## src/rtl/cpu_mem_arb_pkg.sv

```systemverilog
`default_nettype none
// ============================================================================
// Module      : cpu_mem_arb_pkg
// Description : Shared constants and types for the CPU iBus/dBus memory
//               arbiter: source encoding, access sizes, grant-lock states.
// Revision    : 1.0 - initial release
// ============================================================================
package cpu_mem_arb_pkg;

    // Source tag stored in the pending-read FIFO
    localparam logic SRC_I = 1'b0;
    localparam logic SRC_D = 1'b1;

    // Access size encoding shared by dBus and the memory port
    localparam logic [1:0] SZ_BYTE = 2'd0;
    localparam logic [1:0] SZ_HALF = 2'd1;
    localparam logic [1:0] SZ_WORD = 2'd2;

    // Grant lock: IDLE re-arbitrates, GNT_x holds a stalled command
    typedef enum logic [1:0] {
        IDLE  = 2'd0,
        GNT_I = 2'd1,
        GNT_D = 2'd2
    } gnt_state_e;

endpackage
`default_nettype wire

```

## src/rtl/cpu_mem_arbiter_if.sv

```systemverilog
`default_nettype none
// ============================================================================
// Module      : cpu_mem_arbiter_if
// Description : Bundles the iBus, dBus and merged memory-port signals.
//               'master' is the arbiter's view (it drives the memory port and
//               answers the CPU buses); 'slave' is the CPU/memory side.
// Revision    : 1.0 - initial release
// ============================================================================
interface cpu_mem_arbiter_if;

    logic        iBus_cmd_valid;
    logic        iBus_cmd_ready;
    logic [31:0] iBus_cmd_payload_pc;
    logic        iBus_rsp_valid;
    logic        iBus_rsp_payload_error;
    logic [31:0] iBus_rsp_payload_inst;

    logic        dBus_cmd_valid;
    logic        dBus_cmd_ready;
    logic        dBus_cmd_payload_wr;
    logic [31:0] dBus_cmd_payload_address;
    logic [31:0] dBus_cmd_payload_data;
    logic [1:0]  dBus_cmd_payload_size;
    logic        dBus_rsp_ready;
    logic        dBus_rsp_error;
    logic [31:0] dBus_rsp_data;

    logic        mem_cmd_valid;
    logic        mem_cmd_ready;
    logic        mem_cmd_wr;
    logic [31:0] mem_cmd_addr;
    logic [31:0] mem_cmd_data;
    logic [1:0]  mem_cmd_size;
    logic        mem_rsp_valid;
    logic        mem_rsp_error;
    logic [31:0] mem_rsp_data;

    modport master (
        input  iBus_cmd_valid, iBus_cmd_payload_pc,
        output iBus_cmd_ready, iBus_rsp_valid, iBus_rsp_payload_error, iBus_rsp_payload_inst,
        input  dBus_cmd_valid, dBus_cmd_payload_wr, dBus_cmd_payload_address,
        input  dBus_cmd_payload_data, dBus_cmd_payload_size,
        output dBus_cmd_ready, dBus_rsp_ready, dBus_rsp_error, dBus_rsp_data,
        output mem_cmd_valid, mem_cmd_wr, mem_cmd_addr, mem_cmd_data, mem_cmd_size,
        input  mem_cmd_ready, mem_rsp_valid, mem_rsp_error, mem_rsp_data
    );

    modport slave (
        output iBus_cmd_valid, iBus_cmd_payload_pc,
        input  iBus_cmd_ready, iBus_rsp_valid, iBus_rsp_payload_error, iBus_rsp_payload_inst,
        output dBus_cmd_valid, dBus_cmd_payload_wr, dBus_cmd_payload_address,
        output dBus_cmd_payload_data, dBus_cmd_payload_size,
        input  dBus_cmd_ready, dBus_rsp_ready, dBus_rsp_error, dBus_rsp_data,
        input  mem_cmd_valid, mem_cmd_wr, mem_cmd_addr, mem_cmd_data, mem_cmd_size,
        output mem_cmd_ready, mem_rsp_valid, mem_rsp_error, mem_rsp_data
    );

endinterface
`default_nettype wire

```

## src/rtl/cpu_mem_arb_pend_fifo.sv

```systemverilog
`default_nettype none
// ============================================================================
// Module      : cpu_mem_arb_pend_fifo
// Description : 1-bit-wide in-order FIFO recording which bus issued each
//               outstanding read. DEPTH must be a power of two so the
//               pointers wrap naturally.
// Revision    : 1.0 - initial release
// ============================================================================
module cpu_mem_arb_pend_fifo #(
    parameter  int DEPTH = 4,
    localparam int PTR_W = $clog2(DEPTH),
    localparam int CNT_W = $clog2(DEPTH) + 1
) (
    input  wire logic             clk,
    input  wire logic             rst,
    input  wire logic             push,
    input  wire logic             pop,
    input  wire logic             din,
    output logic                  dout,
    output logic                  full,
    output logic                  empty,
    output logic [CNT_W-1:0]      count
);

    logic [DEPTH-1:0] mem_q,    mem_d;
    logic [PTR_W-1:0] wr_ptr_q, wr_ptr_d;
    logic [PTR_W-1:0] rd_ptr_q, rd_ptr_d;
    logic [CNT_W-1:0] count_q,  count_d;
    logic             w_push;
    logic             w_pop;

    assign full  = (count_q == CNT_W'(DEPTH));
    assign empty = (count_q == '0);
    assign dout  = mem_q[rd_ptr_q];
    assign count = count_q;

    // Next-state of storage, pointers and occupancy; overflow/underflow ignored
    always_comb begin
        w_push   = push && !full;
        w_pop    = pop && !empty;
        mem_d    = mem_q;
        wr_ptr_d = wr_ptr_q;
        rd_ptr_d = rd_ptr_q;
        count_d  = count_q;
        if (w_push) begin
            mem_d[wr_ptr_q] = din;
            wr_ptr_d        = wr_ptr_q + 1'b1;
        end
        if (w_pop) begin
            rd_ptr_d = rd_ptr_q + 1'b1;
        end
        case ({w_push, w_pop})
            2'b10:   count_d = count_q + 1'b1;
            2'b01:   count_d = count_q - 1'b1;
            default: count_d = count_q;
        endcase
    end

    // FIFO state registers
    always_ff @(posedge clk) begin
        if (rst) begin
            mem_q    <= '0;
            wr_ptr_q <= '0;
            rd_ptr_q <= '0;
            count_q  <= '0;
        end else begin
            mem_q    <= mem_d;
            wr_ptr_q <= wr_ptr_d;
            rd_ptr_q <= rd_ptr_d;
            count_q  <= count_d;
        end
    end

endmodule
`default_nettype wire

```

## src/rtl/cpu_mem_arbiter.sv

```systemverilog
`default_nettype none
// ============================================================================
// Module      : cpu_mem_arbiter
// Description : Merges the VexRiscv iBus and dBus onto one memory port.
//               Combinational command and response paths; the grant is held
//               while a command stalls; a pending FIFO routes read responses.
//               Optional macro CPU_MEM_ARB_RR_EN selects round-robin
//               arbitration instead of fixed dBus-over-iBus priority.
// Revision    : 1.0 - initial release
// ============================================================================
module cpu_mem_arbiter
    import cpu_mem_arb_pkg::*;
#(
    parameter  int MAX_PENDING = 4,
    localparam int PEND_W      = $clog2(MAX_PENDING) + 1
) (
    input  wire logic          clk_cpu,
    input  wire logic          clk_cpu_reset,
    cpu_mem_arbiter_if.master  bus,
    output logic [PEND_W-1:0]  pending_cnt,
    output logic               rsp_orphan
);

    gnt_state_e state_q, state_d;
    logic       orphan_q, orphan_d;
    logic       w_gnt;
    logic       w_gnt_valid;
    logic       w_gnt_rd;
    logic       w_blocked;
    logic       w_accept;
    logic       w_push;
    logic       w_pop;
    logic       w_head;
    logic       w_full;
    logic       w_empty;
    logic       w_rsp_hit;

`ifdef CPU_MEM_ARB_RR_EN
    logic       last_q, last_d;
`endif

    // Grant for this cycle: locked bus if stalled, otherwise arbitrate
    always_comb begin
        w_gnt = SRC_I;
        case (state_q)
            GNT_I:   w_gnt = SRC_I;
            GNT_D:   w_gnt = SRC_D;
            default: begin
                if (bus.dBus_cmd_valid && bus.iBus_cmd_valid) begin
`ifdef CPU_MEM_ARB_RR_EN
                    w_gnt = (last_q == SRC_I) ? SRC_D : SRC_I;
`else
                    w_gnt = SRC_D;
`endif
                end else if (bus.dBus_cmd_valid) begin
                    w_gnt = SRC_D;
                end
            end
        endcase
    end

    // Merged command, handshake and blocking on a full pending FIFO
    always_comb begin
        w_gnt_valid = (w_gnt == SRC_D) ? bus.dBus_cmd_valid : bus.iBus_cmd_valid;
        w_gnt_rd    = (w_gnt == SRC_D) ? !bus.dBus_cmd_payload_wr : 1'b1;
        w_blocked   = w_full && w_gnt_rd;

        bus.mem_cmd_valid  = !clk_cpu_reset && w_gnt_valid && !w_blocked;
        bus.dBus_cmd_ready = !clk_cpu_reset && (w_gnt == SRC_D) && bus.mem_cmd_ready && !w_blocked;
        bus.iBus_cmd_ready = !clk_cpu_reset && (w_gnt == SRC_I) && bus.mem_cmd_ready && !w_blocked;

        if (w_gnt == SRC_D) begin
            bus.mem_cmd_wr   = bus.dBus_cmd_payload_wr;
            bus.mem_cmd_addr = bus.dBus_cmd_payload_address;
            bus.mem_cmd_data = bus.dBus_cmd_payload_data;
            bus.mem_cmd_size = bus.dBus_cmd_payload_size;
        end else begin
            bus.mem_cmd_wr   = 1'b0;
            bus.mem_cmd_addr = bus.iBus_cmd_payload_pc;
            bus.mem_cmd_data = 32'd0;
            bus.mem_cmd_size = SZ_WORD;
        end

        w_accept = bus.mem_cmd_valid && bus.mem_cmd_ready;
        w_push   = w_accept && w_gnt_rd;
    end

    // Lock the grant while the granted command is presented but not taken
    always_comb begin
        state_d = IDLE;
        if (w_gnt_valid && !w_accept) begin
            state_d = (w_gnt == SRC_D) ? GNT_D : GNT_I;
        end
`ifdef CPU_MEM_ARB_RR_EN
        last_d = w_accept ? w_gnt : last_q;
`endif
    end

    // Response routing by FIFO head; orphans are dropped and flagged
    always_comb begin
        w_rsp_hit = !clk_cpu_reset && bus.mem_rsp_valid && !w_empty;
        w_pop     = bus.mem_rsp_valid && !w_empty;
        orphan_d  = orphan_q || (bus.mem_rsp_valid && w_empty);

        bus.iBus_rsp_valid         = w_rsp_hit && (w_head == SRC_I);
        bus.iBus_rsp_payload_error = w_rsp_hit && (w_head == SRC_I) && bus.mem_rsp_error;
        bus.iBus_rsp_payload_inst  = bus.mem_rsp_data;
        bus.dBus_rsp_ready         = w_rsp_hit && (w_head == SRC_D);
        bus.dBus_rsp_error         = w_rsp_hit && (w_head == SRC_D) && bus.mem_rsp_error;
        bus.dBus_rsp_data          = bus.mem_rsp_data;
    end

    // Grant lock, orphan flag and last-winner registers
    always_ff @(posedge clk_cpu) begin
        if (clk_cpu_reset) begin
            state_q  <= IDLE;
            orphan_q <= 1'b0;
`ifdef CPU_MEM_ARB_RR_EN
            last_q   <= SRC_I;
`endif
        end else begin
            state_q  <= state_d;
            orphan_q <= orphan_d;
`ifdef CPU_MEM_ARB_RR_EN
            last_q   <= last_d;
`endif
        end
    end

    assign rsp_orphan = orphan_q;

    cpu_mem_arb_pend_fifo #(
        .DEPTH (MAX_PENDING)
    ) u_pend_fifo (
        .clk   (clk_cpu),
        .rst   (clk_cpu_reset),
        .push  (w_push),
        .pop   (w_pop),
        .din   (w_gnt),
        .dout  (w_head),
        .full  (w_full),
        .empty (w_empty),
        .count (pending_cnt)
    );

endmodule
`default_nettype wire

```

## src/flat_wrapper.sv

```systemverilog
// flat-port wrapper written by rule: the top's interface ports become plain ports
module cpu_mem_arbiter_flat import cpu_mem_arb_pkg::*;
#(
    parameter  int MAX_PENDING = 4,
    localparam int PEND_W      = $clog2(MAX_PENDING) + 1
)
  (clk_cpu, clk_cpu_reset, pending_cnt, rsp_orphan, bus_iBus_cmd_valid, bus_iBus_cmd_payload_pc, bus_iBus_cmd_ready, bus_iBus_rsp_valid, bus_iBus_rsp_payload_error, bus_iBus_rsp_payload_inst, bus_dBus_cmd_valid, bus_dBus_cmd_payload_wr, bus_dBus_cmd_payload_address, bus_dBus_cmd_payload_data, bus_dBus_cmd_payload_size, bus_dBus_cmd_ready, bus_dBus_rsp_ready, bus_dBus_rsp_error, bus_dBus_rsp_data, bus_mem_cmd_valid, bus_mem_cmd_wr, bus_mem_cmd_addr, bus_mem_cmd_data, bus_mem_cmd_size, bus_mem_cmd_ready, bus_mem_rsp_valid, bus_mem_rsp_error, bus_mem_rsp_data);
  cpu_mem_arbiter_if bus_i ();
  input  wire logic clk_cpu;
  input  wire logic clk_cpu_reset;
  output logic [PEND_W-1:0] pending_cnt;
  output logic rsp_orphan;
  input wire logic [$bits(bus_i.iBus_cmd_valid)-1:0] bus_iBus_cmd_valid;
  input wire logic [$bits(bus_i.iBus_cmd_payload_pc)-1:0] bus_iBus_cmd_payload_pc;
  output wire logic [$bits(bus_i.iBus_cmd_ready)-1:0] bus_iBus_cmd_ready;
  output wire logic [$bits(bus_i.iBus_rsp_valid)-1:0] bus_iBus_rsp_valid;
  output wire logic [$bits(bus_i.iBus_rsp_payload_error)-1:0] bus_iBus_rsp_payload_error;
  output wire logic [$bits(bus_i.iBus_rsp_payload_inst)-1:0] bus_iBus_rsp_payload_inst;
  input wire logic [$bits(bus_i.dBus_cmd_valid)-1:0] bus_dBus_cmd_valid;
  input wire logic [$bits(bus_i.dBus_cmd_payload_wr)-1:0] bus_dBus_cmd_payload_wr;
  input wire logic [$bits(bus_i.dBus_cmd_payload_address)-1:0] bus_dBus_cmd_payload_address;
  input wire logic [$bits(bus_i.dBus_cmd_payload_data)-1:0] bus_dBus_cmd_payload_data;
  input wire logic [$bits(bus_i.dBus_cmd_payload_size)-1:0] bus_dBus_cmd_payload_size;
  output wire logic [$bits(bus_i.dBus_cmd_ready)-1:0] bus_dBus_cmd_ready;
  output wire logic [$bits(bus_i.dBus_rsp_ready)-1:0] bus_dBus_rsp_ready;
  output wire logic [$bits(bus_i.dBus_rsp_error)-1:0] bus_dBus_rsp_error;
  output wire logic [$bits(bus_i.dBus_rsp_data)-1:0] bus_dBus_rsp_data;
  output wire logic [$bits(bus_i.mem_cmd_valid)-1:0] bus_mem_cmd_valid;
  output wire logic [$bits(bus_i.mem_cmd_wr)-1:0] bus_mem_cmd_wr;
  output wire logic [$bits(bus_i.mem_cmd_addr)-1:0] bus_mem_cmd_addr;
  output wire logic [$bits(bus_i.mem_cmd_data)-1:0] bus_mem_cmd_data;
  output wire logic [$bits(bus_i.mem_cmd_size)-1:0] bus_mem_cmd_size;
  input wire logic [$bits(bus_i.mem_cmd_ready)-1:0] bus_mem_cmd_ready;
  input wire logic [$bits(bus_i.mem_rsp_valid)-1:0] bus_mem_rsp_valid;
  input wire logic [$bits(bus_i.mem_rsp_error)-1:0] bus_mem_rsp_error;
  input wire logic [$bits(bus_i.mem_rsp_data)-1:0] bus_mem_rsp_data;
  assign bus_i.iBus_cmd_valid = bus_iBus_cmd_valid;
  assign bus_i.iBus_cmd_payload_pc = bus_iBus_cmd_payload_pc;
  assign bus_iBus_cmd_ready = bus_i.iBus_cmd_ready;
  assign bus_iBus_rsp_valid = bus_i.iBus_rsp_valid;
  assign bus_iBus_rsp_payload_error = bus_i.iBus_rsp_payload_error;
  assign bus_iBus_rsp_payload_inst = bus_i.iBus_rsp_payload_inst;
  assign bus_i.dBus_cmd_valid = bus_dBus_cmd_valid;
  assign bus_i.dBus_cmd_payload_wr = bus_dBus_cmd_payload_wr;
  assign bus_i.dBus_cmd_payload_address = bus_dBus_cmd_payload_address;
  assign bus_i.dBus_cmd_payload_data = bus_dBus_cmd_payload_data;
  assign bus_i.dBus_cmd_payload_size = bus_dBus_cmd_payload_size;
  assign bus_dBus_cmd_ready = bus_i.dBus_cmd_ready;
  assign bus_dBus_rsp_ready = bus_i.dBus_rsp_ready;
  assign bus_dBus_rsp_error = bus_i.dBus_rsp_error;
  assign bus_dBus_rsp_data = bus_i.dBus_rsp_data;
  assign bus_mem_cmd_valid = bus_i.mem_cmd_valid;
  assign bus_mem_cmd_wr = bus_i.mem_cmd_wr;
  assign bus_mem_cmd_addr = bus_i.mem_cmd_addr;
  assign bus_mem_cmd_data = bus_i.mem_cmd_data;
  assign bus_mem_cmd_size = bus_i.mem_cmd_size;
  assign bus_i.mem_cmd_ready = bus_mem_cmd_ready;
  assign bus_i.mem_rsp_valid = bus_mem_rsp_valid;
  assign bus_i.mem_rsp_error = bus_mem_rsp_error;
  assign bus_i.mem_rsp_data = bus_mem_rsp_data;
  cpu_mem_arbiter #(.MAX_PENDING(MAX_PENDING)) u_core (.clk_cpu(clk_cpu), .clk_cpu_reset(clk_cpu_reset), .bus(bus_i), .pending_cnt(pending_cnt), .rsp_orphan(rsp_orphan));
endmodule
```

## config.mk

```make
export PLATFORM = sky130hd
export DESIGN_NAME = cpu_mem_arbiter_flat
export DESIGN_NICKNAME = d
export VERILOG_FILES = /design/src/rtl/cpu_mem_arb_pkg.sv /design/src/rtl/cpu_mem_arbiter_if.sv /design/src/rtl/cpu_mem_arb_pend_fifo.sv /design/src/rtl/cpu_mem_arbiter.sv /design/src/flat_wrapper.sv
export SDC_FILE = /design/constraint.sdc
export NUM_CORES = 1
export LEC_CHECK = 0
export BUFFER_PORTS_ARGS = -buffer_cell sky130_fd_sc_hd__buf_2
export CAP_MARGIN = 20
export CORE_AREA = 3 3 108 110
export CTS_BUF_LIST = sky130_fd_sc_hd__clkbuf_8
export CTS_CLUSTER_DIAMETER = 30
export DETAILED_ROUTE_END_ITERATION = 6
export DIE_AREA = 0 0 111 113
export GPL_ROUTABILITY_DRIVEN = 0
export PLACE_DENSITY = 0.53
export SYNTH_ARGS = -nofsm -noshare
export SYNTH_HDL_FRONTEND = slang
export SYNTH_SLANG_ARGS = --single-unit
```

## constraint.sdc

```tcl
create_clock -name clk_cpu -period 3.31 [get_ports clk_cpu]
set_input_delay 0.1655 -clock clk_cpu [delete_from_list [all_inputs] [get_ports clk_cpu]]
set_output_delay 0.1655 -clock clk_cpu [all_outputs]
set_load 0.02 [all_outputs]
```

# Word level (Yosys, flattened, before mapping)
# Index checks and enable logic that the tools add are counted.
# word_totals
ff_bits	14
word_cells	71
input_bits	138
out_inout_bits	142
# classes
eq_ne	5
n_mux	16
n_addsub	4
n_bitwise	3
reduce_logical	34
magnitude_cmp	3
# op_table
cell	count
2-to-1 mux 32 bit	2
logical AND 1 bit	24
2-to-1 mux 1 bit	7
zero test 1 bit	6
< comparator 2 x 3 -> 1 bit, second input constant	2
case mux 3 bit (2 select lines)	1
adder 2 x 1 -> 2 bit, second input constant	2
bitwise mux 4 bit	1
equality test 2 x 1 -> 1 bit, second input constant	2
equality test 2 bit, second input constant	2
2-to-1 mux 2 bit	2
adder 3 x 1 -> 3 bit, second input constant	1
equality test 3 bit, second input constant	1
zero test 3 bit	1
NOT 1 bit	3
subtractor 3 x 1 -> 3 bit, second input constant	1
binary-select mux 1 bit (select 2 bit)	1
demux 1 bit (select 2 bit)	1
greater-or-equal comparator 2 x 1 -> 1 bit, second input constant	1
case mux 1 bit (2 select lines)	1
nonzero test 2 bit	1
OR reduction 2 bit	1
logical OR 1 bit	1

# Longest topological paths before layout
# Gate-level depths: netlist of the first run.
# depth
word_depth	12
depth_mapped	12

# Cells and area by module
# Synthesis of the first run repeated with hierarchy kept, for this count alone.
# unflattened
hier_cells	299
area_unflattened_um2	1946.9
# modules_own_cells
mod	area_per_inst_um2	cells_per_inst	seq_area_each_um2	instances
cpu_mem_arbiter	1340.0	234	60.1	1
cpu_mem_arb_pend_fifo	606.8	65	220.2	1

# Least setup slack after synthesis of the first run
# No wires, ideal clock.
# synth_path
kind	flip-flop to flip-flop
startpoint	register u_core.state_q[0]
endpoint	register u_core.u_pend_fifo.count_q[2], in the netlist u_core.u_pend_fifo.count[2]
required_ns	3.239
setup_time_ns	0.071
n_path_buf	1
stages_incl_launch_ff	13
setup_slack_ns	0.808
arrival_ns	2.431
cell_sequence	dfxtp_1 > inv_1 > ha_1 > mux2_2 > o221a_2 > buf_2 > nand2_2 > ha_1 > inv_1 > fa_1 > xor2_1 > or3_1 > a21oi_1
# synth_between
elab_chain_len	11
elab_cells_between_ends	16
# synth_lines
item	line_no	source
start: declaration	cpu_mem_arbiter.sv:24	gnt_state_e state_q, state_d;
start signal: assignment	cpu_mem_arbiter.sv:122	state_q <= state_d;
equality test 2 bit or equality test 2 x 1 -> 1 bit (tied branches)	cpu_mem_arbiter.sv:45	case (state_q)
case mux 1 bit (2 select lines) *	cpu_mem_arbiter.sv:45	
2-to-1 mux 1 bit	cpu_mem_arbiter.sv:65	w_gnt_rd = (w_gnt == SRC_D) ? !bus.dBus_cmd_payload_wr : 1'b1;
logical AND 1 bit	cpu_mem_arbiter.sv:66	w_blocked = w_full && w_gnt_rd;
zero test 1 bit	cpu_mem_arbiter.sv:68	bus.mem_cmd_valid = !clk_cpu_reset && w_gnt_valid && !w_blocked;
logical AND 1 bit	cpu_mem_arbiter.sv:68	
logical AND 1 bit	cpu_mem_arbiter.sv:84	w_accept = bus.mem_cmd_valid && bus.mem_cmd_ready;
logical AND 1 bit *	cpu_mem_arbiter.sv:85	w_push = w_accept && w_gnt_rd;
logical AND 1 bit *	cpu_mem_arb_pend_fifo.sv:39	w_push = push && !full;
equality test 2 x 1 -> 1 bit or equality test 2 bit (tied branches)	cpu_mem_arb_pend_fifo.sv:52	case ({w_push, w_pop})
case mux 3 bit (2 select lines) or nonzero test 2 bit (tied branches)	-	
end signal: assignment	cpu_mem_arb_pend_fifo.sv:70	count_q <= count_d;
end: declaration	cpu_mem_arb_pend_fifo.sv:28	logic [CNT_W-1:0] count_q, count_d;
# Every way passes the cells marked *; elsewhere a longest branch is shown, timed or not.
# A chain may end at the register's enable or synchronous reset.

# Worst setup path in the final report of the first run
# layout_path
startpoint	register u_core.state_q[0]
endpoint	output bus_iBus_cmd_ready
# layout_between
elab_chain_len	6
elab_cells_between_ends	10
# layout_lines
item	line_no	source
equality test 2 bit or equality test 2 x 1 -> 1 bit (tied branches)	cpu_mem_arbiter.sv:45	
case mux 1 bit (2 select lines) *	cpu_mem_arbiter.sv:45	
2-to-1 mux 1 bit or NOT 1 bit (tied branches)	cpu_mem_arbiter.sv:65, cpu_mem_arbiter.sv:70	
logical AND 1 bit, on equally long branches	cpu_mem_arbiter.sv:66, cpu_mem_arbiter.sv:70	
zero test 1 bit or logical AND 1 bit (tied branches)	cpu_mem_arbiter.sv:70	bus.iBus_cmd_ready = !clk_cpu_reset && (w_gnt == SRC_I) && bus.mem_cmd_ready && !w_blocked;
logical AND 1 bit *	cpu_mem_arbiter.sv:70	
end: declaration	flat_wrapper.sv:15	output wire logic [$bits(bus_i.iBus_cmd_ready)-1:0] bus_iBus_cmd_ready;
# Marks and branches as above.

==> summary.md, run 1 <==
| Metric | Value |
|---|---|
| Final Hold Vio Count | `0` |
| Met3 Use GR | `0.0401` |
| Syn nets | `443` |
| Global-route wire length before repair | `10.7 mm` |
| Crit end category | `output port` |
| Ant diodes | `0` |
| Initial Util | `0.180` |
| Status | `completed` |
| Relative slew slack | `0.608` |
| Post-CTS resize count | `0` |
| Synth Register Bits | `14` |
| Yosys warnings | `0` |
| Core area | `0.0108 mm^2` |
| Sequential cell area fraction in the yosys report | `0.144` |
| EDFF count, synth | `0` |
| CTS sink count | `14` |
| CTS tree | `built` |
| CTS root buffer | `clkbuf_8` |
| Post-synthesis area per instance | `6.55 um^2` |
| RSZ-0062 raised after global routing | `false` |
| CP max stage delay | `0.44 ns` |
| GRT Resource Usage Total | `0.104` |
| Final instance area | `0.00259 mm^2` |
| Commonest non-fill, non-tap cell in the layout | `buf_2` |
| Die span in y | `113 um` |
| DR vias/cell | `3.96` |
| Synth async-reset ratio | `0` |
| Pwr/cell area | `369 mW/mm^2` |
| CP startpoint | `u_core.state_q[0]$_SDFF_PP0_` |
| Routing usage on met1 | `0.115` |
| Starting DRT DRC Count | `75` |
| Critical path peak fanout | `67` |
| Setup Viol. Count Final | `0` |
| Worst-margin pin slew | `0.589 ns` |
| Synth unique cells | `36` |
| Critical Path Slowest Stage Cell | `buf_4` |
| Largest net degree at the start of global routing | `68` |
| Post-DR wirelength/cell | `13.4 um` |
| DR vias | `2178` |
| Die W | `111 um` |
| Min Clock Period, post-route | `2.69 ns` |
| Vias in the first global route | `2161` |
| Post-CTS setup buffer count | `0` |
| Worst flop-to-flop path endpoint | `u_core.u_pend_fifo.count[2]$_SDFFE_PP0P_` |
| Crit path DAT | `2.53 ns` |
| I/O Pins | `280` |
| H-tree depth | `1` |
| Peak VDD IR | `0.165 mV` |
| GRT busiest layer | `met2` |
| Startpoint types | `flip-flop` |
| Critical-path cell list | `inv_1 -> ha_1 -> mux2_4 -> buf_4 -> and2_1 -> nor2_1 -> nor4b_1 -> buf_2` |
| Worst-path clk slew | `0.06 ns` |
| CP Class | `reg2out` |
| Setup TNS | `0 ns` |
| Routed wire length | `7.39 mm` |
| Post-DP Area | `0.00253 mm^2` |
| GR Util met2 | `0.182` |
| Worst r2r src | `u_core.state_q[0]$_SDFF_PP0_` |
| Layout area overhead | `33.0%` |
| Clk_lat worst skew | `0.25 ns` |
| R2R cell count | `11` |
| Commonest cells after routing, fill and taps aside | `buf_2 (183), nand2_1 (102), and2_1 (34)` |
| Post-CTS Hold Fix Bufs | `0` |
| Highest Clock Rate | `0.371 GHz` |
| Share of cells above drive strength 1 | `0.480` |
| Remaining DRCs | `0` |
| Die area | `0.0125 mm^2` |
| CP endpoint | `bus_iBus_cmd_ready` |
| Initial antenna violation count | `0` |
| Pleak | `1.56 nW` |
| # Max-Cap Violations | `0` |
| Num CTS Buffers | `3` |
| Post-DP HPWL | `6.34 mm` |
| First-pass DRT Iterations | `4` |
| Row count | `38` |
| Hold path depth | `3` |
| Post-route clock skew | `0.00908 ns` |
| CP required | `3.14 ns` |
| Pins Over Slew Limit | `0` |
| Antenna Violating Nets Remaining | `0` |
| Cells after synthesis | `297` |
| Most used DFF post-synth | `dfxtp_1` |
| Worst min path class | `in2reg` |
| Netlist Area Pre-Place | `0.00194 mm^2` |
| GR Overflow Total | `0` |
| Port Buf Inserts | `183` |
| CTS Buffer Depth | `2` |
| Period utilization | `0.814` |
| Flop-to-flop setup slack | `0.63 ns` |
| Post-layout nets | `557` |
metrics by stage:
stage	hold WS [ns]	util	worst slack, ns	power, W	cells
finish	0.158	0.240	0.616	0.000953	550
global route	0.175	0.240	0.348	0.00103	550
CTS	0.157	0.240	0.561	0.000966	550
detailed placement	0.331	0.235	0.632	0.000793	546
global placement	0.331	0.235	0.757	0.000784	546
floorplan	0.306	-	0.808	0.000689	297
layout make-up:
type	instances	area, um^2
fillers	1247	8210
repair buffers	185	931
multi-input cells	198	1110
flip-flops and latches	14	280
well taps	140	175
clock buffers	4	55.1
inverters	9	33.8
power breakdown:
group,internal [W],switching [W]
Combinational,0.000218,0.000347
Clock,0.000105,0.0000629
Sequential,0.000193,0.0000270
routing by layer:
metal	share of wire	vias up
met2	0.49	100
met1	0.37	955
met4	0.030	0
li1	-	1085
met3	0.11	38
met5	0	-
registers in the layout (all words and copies together) (netlist names):
name                         count
u_core.rsp_orphan                1
u_core.state_q                   2
u_core.u_pend_fifo.count         3
u_core.u_pend_fifo.mem_q         4
u_core.u_pend_fifo.rd_ptr_q      2
u_core.u_pend_fifo.wr_ptr_q      2
Yosys cell counts (2+ instances only):
cell | instances | area share
xor2_1 | 3 | 0.014
mux2i_1 | 6 | 0.031
buf_4 | 64 | 0.25
ha_1 | 7 | 0.045
and3_1 | 3 | 0.0097
nand3_1 | 5 | 0.013
nand2_1 | 102 | 0.20
o21ai_0 | 2 | 0.0051
nor3b_1 | 2 | 0.0077
inv_1 | 9 | 0.017
a21oi_1 | 3 | 0.0077
nor3_1 | 2 | 0.0051
nor2_1 | 10 | 0.019
buf_2 | 5 | 0.013
and2_1 | 34 | 0.11
clkbuf_1 | 7 | 0.014
dfxtp_1 | 14 | 0.14
worst min-delay path by stage:
stage / startpoint / endpoint
after global placement: bus_mem_rsp_data[19] / bus_dBus_rsp_data[19]
after detailed placement: bus_mem_rsp_data[19] / bus_dBus_rsp_data[19]
after global routing: bus_mem_rsp_valid / u_core.rsp_orphan$_SDFF_PP0_
final: bus_mem_rsp_valid / u_core.rsp_orphan$_SDFF_PP0_
after floorplan: bus_mem_rsp_valid / u_core.rsp_orphan$_SDFF_PP0_
after CTS: bus_mem_rsp_valid / u_core.rsp_orphan$_SDFF_PP0_
critical path, delay by kind of cell, from the launching register on:
family	cells	cell delay, ns
buffers and inverters	3	0.71
AND/OR/NAND/NOR	3	0.58
adder cells (fa/ha/maj)	1	0.39
flip-flops	1	0.31
multiplexers	1	0.26
logic make-up after synthesis:
| group | after synthesis | share of synthesized area |
|---|---|---|
| multiplexers | 9 | 0.0560 |
| XOR/XNOR | 4 | 0.0180 |
| flip-flops | 14 | 0.144 |
| AND/OR/NAND/NOR | 165 | 0.385 |
| adder cells (fa/ha/maj) | 8 | 0.0553 |
| buffers and inverters | 85 | 0.291 |
| AO/OA/AOI/OAI | 12 | 0.0508 |
(Power assumes the default switching activity.)
==> inputs of run 2 (changes only) <==
--- a/config.mk
+++ b/config.mk
@@ -7,13 +7,13 @@
 export LEC_CHECK = 0
 export BUFFER_PORTS_ARGS = -buffer_cell sky130_fd_sc_hd__buf_2
 export CAP_MARGIN = 20
-export CORE_AREA = 3 3 108 110
+export CORE_AREA = 3 3 107 109
 export CTS_BUF_LIST = sky130_fd_sc_hd__clkbuf_8
 export CTS_CLUSTER_DIAMETER = 30
 export DETAILED_ROUTE_END_ITERATION = 6
-export DIE_AREA = 0 0 111 113
+export DIE_AREA = 0 0 110 112
 export GPL_ROUTABILITY_DRIVEN = 0
-export PLACE_DENSITY = 0.53
+export PLACE_DENSITY = 0.55
 export SYNTH_ARGS = -nofsm -noshare
 export SYNTH_HDL_FRONTEND = slang
 export SYNTH_SLANG_ARGS = --single-unit
==> constraint.sdc (replaced) <==
create_clock -name clk_cpu -period 2.3 [get_ports clk_cpu]
set_input_delay 0.115 -clock clk_cpu [delete_from_list [all_inputs] [get_ports clk_cpu]]
set_output_delay 0.115 -clock clk_cpu [all_outputs]
set_load 0.02 [all_outputs]
==> run 2 against run 1 <==
Effect of this change:
- the run now ends with setup timing left
- die area is 1.8% lower
- routed wire length is 15% higher
- largest power group unchanged
- design area is 5.3% higher
- via count is 2.8% higher
- worst hold slack worse by 0.031 ns
- non-clock buffer count is 6 higher
==> summary.md, run 2 (synthesis gave the netlist of run 1 again) <==
| Metric | Value |
|---|---|
| Die span in y | `112 um (-0.88%)` |
| Worst min path class | `in2reg` |
| # Max-Cap Violations | `0 (unchanged)` |
| Failing checks | `setup timing` |
| CP Class | `reg2reg` |
| I/O Pins | `280 (unchanged)` |
| Setup Viol. Count Final | `1 (+1)` |
| CTS Buffer Depth | `2 (unchanged)` |
| Critical path peak fanout | `2 (-97%)` |
| Sw frac | `0.451 (-0.00703)` |
| Pins Over Slew Limit | `0 (unchanged)` |
| Min Clock Period, post-route | `2.32 ns` |
| Worst-path clk slew | `0.06 ns (about the same)` |
| Vias in the first global route | `2199 (+1.8%)` |
| Dpl ws | `-0.0224 ns (-0.654 ns)` |
| Die area | `0.0123 mm^2 (-1.8%)` |
| Post-CTS Hold Fix Bufs | `0 (unchanged)` |
| Status | `complete, but fails checks` |
| Peak VDD IR | `0.331 mV (+100%)` |
| Highest Clock Rate | `0.432 GHz` |
| Die W | `110 um (-0.90%)` |
| Max FFs per register | `4 (unchanged)` |
| Antenna Violating Nets Remaining | `0 (unchanged)` |
| Critical Path Slowest Stage Cell | `fa_2` |
| Commonest non-fill, non-tap cell in the layout | `buf_2` |
| CP required | `2.48 ns (-0.66 ns)` |
| Pwr/cell area | `529 mW/mm^2 (+44%)` |
| Worst setup margin | `-0.0153 ns (-0.631 ns)` |
| Port Buf Inserts | `183 (unchanged)` |
| Largest net degree at the start of global routing | `68 (unchanged)` |
| Post-DR wirelength/cell | `15.3 um (+14%)` |
| Clock Power Share | `0.167 (-0.010)` |
| Startpoint types | `flip-flop` |
| Post-layout nets | `563 (+1.1%)` |
| Num CTS Buffers | `3 (unchanged)` |
| Critical-path cell list | `inv_2 -> ha_4 -> mux2_4 -> o221a_4 -> nand2_4 -> ha_4 -> inv_2 -> fa_2 -> xor2_1 -> or3_1 -> a21oi_2` |
| Largest reg by FF count | `u_core.u_pend_fifo.mem_q` |
| DR vias | `2238 (+2.8%)` |
| CTS tree | `built` |
| Commonest cells after routing, fill and taps aside | `buf_2 (183), nand2_1 (102), and2_1 (34)` |
| Internal | `0.000790 W (+53%)` |
| Final core occ | `0.255 (+0.0149)` |
| Initial antenna violation count | `1 (+1)` |
| CP max stage delay | `0.35 ns (-0.09 ns)` |
| Switching Power | `0.000650 W (+49%)` |
| CTS root buffer | `clkbuf_8` |
| First-pass DRT Iterations | `4 (unchanged)` |
| Crit path DAT | `2.49 ns (-0.04 ns)` |
| DR vias/cell | `4.02 (+1.5%)` |
| GR Overflow Total | `0 (unchanged)` |
| Crit end category | `flip-flop` |
| Row count | `38 (unchanged)` |
| Period utilization | `1.01` |
| Relative slew slack | `0.742 (+0.135)` |
| Core area | `0.0107 mm^2 (-0.88%)` |
| RSZ-0062 raised after global routing | `true` |
| Global-route wire length before repair | `12.0 mm (+12%)` |
| GRT Resource Usage Total | `0.127 (+0.0231)` |
| Comb power frac | `0.611 (+0.018)` |
| Worst-margin pin slew | `0.383 ns (-0.205 ns)` |
| CTS sink count | `14 (unchanged)` |
| Initial Util | `0.182 (+0.00160)` |
| Starting DRT DRC Count | `77 (+2.7%)` |
| Share of power burned in registers | `0.222 (-0.009)` |
| H-tree depth | `1 (unchanged)` |
| Post-DP HPWL | `7.46 mm (+18%)` |
| Pleak | `1.62 nW (+3.6%)` |
| Final Hold Vio Count | `0 (unchanged)` |
| Post-route clock skew | `0.00133 ns (-0.00774 ns)` |
| Clk_lat worst skew | `0.24 ns (about the same)` |
| Routed wire length | `8.52 mm (+15%)` |
| Share of cells above drive strength 1 | `0.510 (+0.0291)` |
| Layout area overhead | `40.0%` |
| Remaining DRCs | `0 (unchanged)` |
==> run 2: final timing paths <==
| kind | from | to | slack [ns] | cells past startpoint |
|---|---|---|---|---|
| min | bus_mem_rsp_valid | u_core.rsp_orphan$_SDFF_PP0_ | 0.13 | 3 |
| max | u_core.state_q[0]$_SDFF_PP0_ | u_core.u_pend_fifo.count[2]$_SDFFE_PP0P_ | -0.02 | 11 |
| max reg2reg | u_core.state_q[0]$_SDFF_PP0_ | u_core.u_pend_fifo.count[2]$_SDFFE_PP0P_ | -0.02 | 11 |
| min reg2reg | u_core.u_pend_fifo.mem_q[2]$_SDFFE_PP0P_ | u_core.u_pend_fifo.mem_q[2]$_SDFFE_PP0P_ | 0.47 | 2 |
==> run 2: area by class of cell <==
type | instances | area (um^2)
Tap cell | 140 | 175
Sequential cell | 14 | 283
Multi-Input combinational cell | 198 | 1170
Clock buffer | 4 | 55.1
Antenna cell | 1 | 2.50
Timing Repair Buffer | 191 | 1000
Fill cell | 1207 | 7980
Inverter | 9 | 33.8
==> run 2: metrics by stage <==
stage	total power (W)	hold WS [ns]	instance area, um^2	std cells	TNS [ns]
CTS	0.00144	0.126	2710	555	-0.0375
global placement	0.00118	0.230	2640	551	0
global route	0.00155	0.144	2720	557	-0.248
finish	0.00144	0.127	2720	557	-0.0153
detailed placement	0.00119	0.230	2640	551	-0.0224
floorplan	0.00102	0.256	2010	297	-0.0376
==> run 2: per-layer routing <==
layer  up-vias  wire length [um]  part of all wire  global-route usage
li1       1098                 -                 -                   -
met1       969              2750              0.32               0.128
met2       131              3460              0.41               0.181
met3        40              1910              0.22               0.111
met4         0               405             0.048              0.0623
met5         -                 0                 0                   0
==> run 2: critical path: cells and delay by family, from the launching register on <==
kind / cells / cell delay, ns
buffers and inverters: 2 / 0.12
AO/OA/AOI/OAI: 2 / 0.36
adder cells (fa/ha/maj): 3 / 0.62
multiplexers: 1 / 0.30
AND/OR/NAND/NOR: 2 / 0.40
XOR/XNOR: 1 / 0.15
flip-flops: 1 / 0.31
==> run 2: repair_timing <==
item,4_1_cts,5_1_grt
resized for setup,3,1
setup buffers,0,1
endpoints found under the setup margin,3,3
==> run 2: power groups by stage <==
stage / clock, W / combinational [W] / sequential, W
finish: 0.000241 / 0.000879 / 0.000320
global route: 0.000266 / 0.000962 / 0.000328
CTS: 0.000243 / 0.000877 / 0.000320
detailed placement: 0 / 0.000866 / 0.000324
global placement: 0 / 0.000861 / 0.000322
floorplan: 0 / 0.000683 / 0.000340
